## config.mk

```make
export PLATFORM = sky130hd
export DESIGN_NAME = hazard_scoreboard
export DESIGN_NICKNAME = d
export VERILOG_FILES = /design/src/rtl/hazard_pkg.sv /design/src/rtl/hs_match.sv /design/src/rtl/hazard_scoreboard.sv
export SDC_FILE = /design/constraint.sdc
export NUM_CORES = 1
export LEC_CHECK = 0
export CELL_PAD_IN_SITES_DETAIL_PLACEMENT = 0
export CELL_PAD_IN_SITES_GLOBAL_PLACEMENT = 1
export CORE_ASPECT_RATIO = 0.7
export CORE_MARGIN = 8
export CORE_UTILIZATION = 35
export CTS_CLUSTER_DIAMETER = 80
export DETAILED_ROUTE_END_ITERATION = 8
export PLACE_DENSITY = 0.78
export SYNTH_ARGS = -nofsm -noshare
export SYNTH_HDL_FRONTEND = slang
export SYNTH_HIERARCHICAL = 1
export SYNTH_SLANG_ARGS = --single-unit
```

## constraint.sdc

```tcl
create_clock -name clk -period 4.6 [get_ports clk]
set_clock_uncertainty 0.1 [all_clocks]
set_input_delay 0.92 -clock clk [delete_from_list [all_inputs] [get_ports clk]]
set_output_delay 0.92 -clock clk [all_outputs]
set_load 0.05 [all_outputs]
```

## src/rtl/hazard_pkg.sv

```systemverilog
// Shared types and width helpers for the in-order hazard scoreboard.
// A slot records one in-flight register writer behind decode.
package hazard_pkg;

  localparam int MAX_REG_W = 8;
  localparam int FWD_NONE  = 0;

  typedef struct packed {
    logic                 valid;
    logic [MAX_REG_W-1:0] rd;
    logic                 is_load;
  } slot_t;

  function automatic int clog2_min1(input int n);
    return (n > 1) ? $clog2(n) : 1;
  endfunction

  function automatic int reg_w_of(input int num_regs);
    return clog2_min1(num_regs);
  endfunction

  // Width able to hold a slot index 1..depth.
  function automatic int slot_idx_w(input int depth);
    return clog2_min1(depth + 1);
  endfunction

endpackage

```

## src/rtl/hs_match.sv

```systemverilog
// Priority match of one decode source against the in-flight slot chain.
// Reports the youngest (lowest-index) matching slot and whether it is a load.
module hs_match
  import hazard_pkg::*;
#(
  parameter int DEPTH   = 3,
  parameter int REG_W   = 5,
  parameter int R0_ZERO = 0,
  localparam int K_W    = slot_idx_w(DEPTH)
) (
  input  logic                    used,
  input  logic [REG_W-1:0]        src,
  input  slot_t [DEPTH-1:0]       slots,
  output logic                    hit,
  output logic [K_W-1:0]          k,
  output logic                    is_load
);

  logic src_live;

  assign src_live = used && !((R0_ZERO != 0) && (src == '0));

  // Scan oldest to youngest so the youngest match overwrites the result.
  always_comb begin
    hit     = 1'b0;
    k       = '0;
    is_load = 1'b0;
    for (int i = DEPTH - 1; i >= 0; i--) begin
      if (src_live && slots[i].valid && (slots[i].rd == MAX_REG_W'(src))) begin
        hit     = 1'b1;
        k       = K_W'(i + 1);
        is_load = slots[i].is_load;
      end
    end
  end

endmodule

```

## src/rtl/hazard_scoreboard.sv

```systemverilog
// Decode-stage hazard scoreboard: tracks in-flight writers in a shift chain and
// produces load-use stalls, writeback bypass and registered EX forward selects.
module hazard_scoreboard
  import hazard_pkg::*;
#(
  parameter int NUM_REGS = 32,
  parameter int DEPTH    = 3,
  parameter int LOAD_LAT = 2,
  parameter int FWD_EN   = 1,
  parameter int R0_ZERO  = 0,
  localparam int REG_W   = reg_w_of(NUM_REGS),
  localparam int FWD_W   = clog2_min1(DEPTH)
) (
  input  logic                clk,
  input  logic                rst,
  input  logic                id_valid,
  input  logic [REG_W-1:0]    id_rs1,
  input  logic [REG_W-1:0]    id_rs2,
  input  logic [1:0]          id_src_used,
  input  logic [REG_W-1:0]    id_rd,
  input  logic                id_reg_write,
  input  logic                id_is_load,
  input  logic                flush,
  output logic                stall,
  output logic [1:0]          id_byp,
  output logic [FWD_W-1:0]    ex_fwd_a,
  output logic [FWD_W-1:0]    ex_fwd_b,
  output logic [NUM_REGS-1:0] busy_mask,
  output logic [15:0]         stall_count
);

  localparam int K_W = slot_idx_w(DEPTH);
  localparam logic [K_W-1:0]   DEPTH_K    = K_W'(DEPTH);
  localparam logic [K_W-1:0]   LOAD_LAT_K = K_W'(LOAD_LAT);
  localparam logic [FWD_W-1:0] FWD_NONE_W = FWD_W'(FWD_NONE);

  slot_t [DEPTH-1:0] chain_q, chain_d;
  logic [FWD_W-1:0]  ex_fwd_a_q, ex_fwd_a_d;
  logic [FWD_W-1:0]  ex_fwd_b_q, ex_fwd_b_d;
  logic [15:0]       stall_count_q, stall_count_d;

  logic           hit_a, hit_b, ld_a, ld_b;
  logic [K_W-1:0] k_a, k_b;
  logic           load_use_a, load_use_b;
  logic           stall_c, insert;
  logic [1:0]     byp_c;

  hs_match #(.DEPTH(DEPTH), .REG_W(REG_W), .R0_ZERO(R0_ZERO)) u_match_a (
    .used    (id_valid & id_src_used[0]),
    .src     (id_rs1),
    .slots   (chain_q),
    .hit     (hit_a),
    .k       (k_a),
    .is_load (ld_a)
  );

  hs_match #(.DEPTH(DEPTH), .REG_W(REG_W), .R0_ZERO(R0_ZERO)) u_match_b (
    .used    (id_valid & id_src_used[1]),
    .src     (id_rs2),
    .slots   (chain_q),
    .hit     (hit_b),
    .k       (k_b),
    .is_load (ld_b)
  );

  assign load_use_a = hit_a && ld_a && (k_a < LOAD_LAT_K);
  assign load_use_b = hit_b && ld_b && (k_b < LOAD_LAT_K);

  // Decode handshake: the decode instruction is accepted on a cycle with
  // id_valid=1 and stall=0; flush discards it and overrides stall/bypass.
  always_comb begin
    stall_c = 1'b0;
    byp_c   = 2'b00;
    if (id_valid && !flush) begin
      if (FWD_EN != 0) begin
        stall_c  = load_use_a || load_use_b;
        byp_c[0] = !stall_c && hit_a && (k_a == DEPTH_K);
        byp_c[1] = !stall_c && hit_b && (k_b == DEPTH_K);
      end else begin
        stall_c = hit_a || hit_b;
      end
    end
  end

  always_comb begin
    ex_fwd_a_d = FWD_NONE_W;
    ex_fwd_b_d = FWD_NONE_W;
    if ((FWD_EN != 0) && id_valid && !flush && !stall_c) begin
      if (hit_a && (k_a != DEPTH_K)) ex_fwd_a_d = FWD_W'(k_a);
      if (hit_b && (k_b != DEPTH_K)) ex_fwd_b_d = FWD_W'(k_b);
    end

    insert = id_valid && id_reg_write && !stall_c && !flush &&
             !((R0_ZERO != 0) && (id_rd == '0));
    chain_d[0].valid   = insert;
    chain_d[0].rd      = insert ? MAX_REG_W'(id_rd) : '0;
    chain_d[0].is_load = insert && id_is_load;
    for (int i = 1; i < DEPTH; i++) begin
      chain_d[i] = chain_q[i-1];
    end

    stall_count_d = stall_count_q;
    if (stall_c && (stall_count_q != 16'hFFFF)) begin
      stall_count_d = stall_count_q + 16'd1;
    end
  end

  always_comb begin
    busy_mask = '0;
    for (int i = 0; i < DEPTH; i++) begin
      if (chain_q[i].valid) busy_mask[chain_q[i].rd[REG_W-1:0]] = 1'b1;
    end
  end

  always_ff @(posedge clk) begin
    if (rst) begin
      chain_q       <= '0;
      ex_fwd_a_q    <= FWD_NONE_W;
      ex_fwd_b_q    <= FWD_NONE_W;
      stall_count_q <= '0;
    end else begin
      chain_q       <= chain_d;
      ex_fwd_a_q    <= ex_fwd_a_d;
      ex_fwd_b_q    <= ex_fwd_b_d;
      stall_count_q <= stall_count_d;
    end
  end

  assign stall       = stall_c;
  assign id_byp      = byp_c;
  assign ex_fwd_a    = ex_fwd_a_q;
  assign ex_fwd_b    = ex_fwd_b_q;
  assign stall_count = stall_count_q;

endmodule

```

==> impl_metrics.toml <==
[critical_path]
cp_cell_sequence = "clkdlybuf4s50_1 -> and2_4 -> nand2_1 -> or4_1 -> or4_4 -> o22a_1 -> and3b_2 -> or3_4 -> nor2_4 -> buf_12"
critical_path.endpoint_type = "primary output"
arrival_ns = 3.48
crit_type = "input port to primary output"
crit_fanout = 3
cpPeakStageDelay_ns = 0.46
cp_slowest_cell = "clkdlybuf4s50_1"
r2r-start = "chain_d[14]"
crit_start = "id_src_used[1]"
required_ns = 3.58
worstSetupStartpointType = "input port"

[global_route]
track_usage = 0.1595
grt-ovfl-total = 0
antenna_found_initial = 0
grt_pass1_wl_um = 15150
grt_pass1_vias = 2918
grt_start_max_net_pins = 31

[clock_tree]
clockBufferDepth = 2
htreeDepth = 2
cts_num_sinks = 41
cts_tree = "done"
cts.clk_slew.worst_paths_ns = 0.06
clockRootBuffer = "clkbuf_16"
clk_latency_ns = 0.28
numCtsBuffers = 5

[hold_path]
hp-class = "register to register"
hp-start = "chain_d[20]"

[synthesis]
syn_area_mm2 = 0.002962
synth_cells = 387
synth_seq_area_share = 0.2771
synthFlopType = "dfxtp_1"
synthArstFlopShare = 0
ys_types = 47
yosys_register_bits = 41
synth-edff-count = 0
synth.avg_cell_area_um2 = 7.653
yosys_warnings = 6

[routing]
route.vias.total = 3143
first_pass_iters = 5
antenna_left = 0
wire_per_inst_um = 16.04
drt_iter0_drc = 233
avgViaCountPerCell = 5.291
drc = 0
wl_um = 9529

[cells_and_area]
final_common_cell = "nand2_1"
syn_to_final_growth_pct = 40.52
final_cell_mix = "87 x nand2_1, 72 x clkdlybuf4s50_1, 41 x dfxtp_1"
nets = 512
diodes = 0
multiInputGateArea_mm2 = 0.002135
stdcell_area_mm2 = 0.004161
fillers = 819
final_layout_size_suffix_gt1_frac = 0.1002
seqCellArea_um2 = 820.8

[die]
dieArea_mm2 = 0.01171
coreArea_mm2 = 0.008338
start_util = 0.3552
die_w_um = 125.9
rows = 28
die_h_um = 92.96
io_pins = 78

[timing]
drv_slew = 0
tightestPinTransition_ns = 0.7258
layout_min_cycle_time_ns = 4.502
fin_crit_sh = 0.9786
hold_viol = 0
slew_headroom = 0.5143
setup_tns_ns = 0
fmax_mhz = 222.1
rsz0062_at_grt = "no"
setup_viol_count_final = 0

[placement]
gp_congestion = 0.8721
dpl.hpwl_um = 7256
placed_area_mm2 = 0.003976
io_buffers = 77

[run]
cap_violations = 0

[power_and_ir_drop]
total_power_w = 0.0007752
p_sw_frac = 0.2342
power_density_mw_per_mm2 = 186.3
ir_drop_mv = 0.1798
p_leak_nw = 1.688
clkPwrFrac = 0.447
combPwrFrac = 0.085
p_sw_w = 0.0001816
seqPwrFrac = 0.468
internal-power_w = 0.0005937

[outcome]
status = "finished clean"
==> metal layers <==
layer	share of wire	vias to the layer above	GRT usage
li1	-	1570	-
met3	0.081	7	0.04532
met1	0.49	1462	0.2243
met4	0.0063	0	0.02493
met2	0.42	104	0.2394
met5	0	-	0
==> kinds of logic after synthesis <==
group,after synthesis,share of synthesized area
compound gates,58,0.1436
xor+xnor,30,0.08872
fa+ha+maj,1,0.004224
buf+inv,22,0.03253
flops,41,0.2771
mux,5,0.02408
other cells,1,0.001266
simple gates,229,0.4284
==> what timing repair did <==
action                     4_1_cts  5_1_grt
hold buffers                     0        0
setup endpoints to repair        2        3
pin swaps                        3        7
cloned                           0        0
buffers inserted                 0        1
gates resized for setup          6        4
==> state kept, by name, indices dropped and copies added, names as in the netlist <==
signal       cells
ex_fwd_b         2
ex_fwd_a         2
chain_q          7
stall_count     16
chain_d         14
==> Yosys cell counts (6+ instances only) <==
master | n | area share
nand2_1 | 87 | 0.11
dfxtp_1 | 41 | 0.28
a22oi_1 | 30 | 0.076
nor2b_1 | 21 | 0.044
nor2_1 | 19 | 0.024
xnor2_1 | 16 | 0.047
xor2_1 | 14 | 0.041
and3b_1 | 12 | 0.035
nand3_1 | 12 | 0.020
nor3_1 | 12 | 0.020
nor3b_1 | 12 | 0.030
and3_1 | 11 | 0.023
or4_1 | 10 | 0.025
a21oi_1 | 9 | 0.015
and2_1 | 9 | 0.019
clkbuf_1 | 8 | 0.010
inv_1 | 8 | 0.010
nor4_2 | 6 | 0.025
o31ai_1 | 6 | 0.015
==> through the flow <==
step	hold WS, ns	utilization	setup WS [ns]	instances
2_1_floorplan	0.3601	-	0.1285	404
3_3_place_gp	0.3894	0.4769	-0.1067	585
3_5_place_dp	0.3923	0.4769	-0.1419	585
4_1_cts	0.4143	0.4968	0.003632	593
5_1_grt	0.4312	0.4991	0.004992	594
6_report	0.4142	0.4991	0.09833	594
==> layout make-up <==
cell class / instances / area share
multi-input combinational: 341 / 0.5129
tap: 105 / 0.03157
inverter: 8 / 0.007216
sequential: 41 / 0.1972
clock buffer: 5 / 0.03007
timing repair buffer: 91 / 0.2159
clock inverter: 3 / 0.005111
==> worst paths after layout <==
path / slack, ns / end / cells after the start
hold reg to reg: 0.41 / chain_q[20] / 1
hold / removal: 0.41 / chain_q[20] / 1
setup reg to reg: 1.32 / stall_count[8] / 12
setup / recovery: 0.1 / id_byp[0] / 10
==> worst max-delay path, delay by kind of cell <==
family | cells | cell delay [ns]
and+or+nand+nor | 7 | 1.76
AOI/OAI and AO/OA | 1 | 0.20
buffers and inverters | 2 | 0.60
==> power groups by stage <==
stage / logic, W / registers [W] / clock network [W]
after global placement: 0.0000634 / 0.000370 / 0
final: 0.0000660 / 0.000363 / 0.000346
after global routing: 0.0000719 / 0.000363 / 0.000378
after detailed placement: 0.0000643 / 0.000371 / 0
after floorplan: 0.0000314 / 0.000368 / 0
after CTS: 0.0000661 / 0.000363 / 0.000354
(Power assumes the default switching activity.)
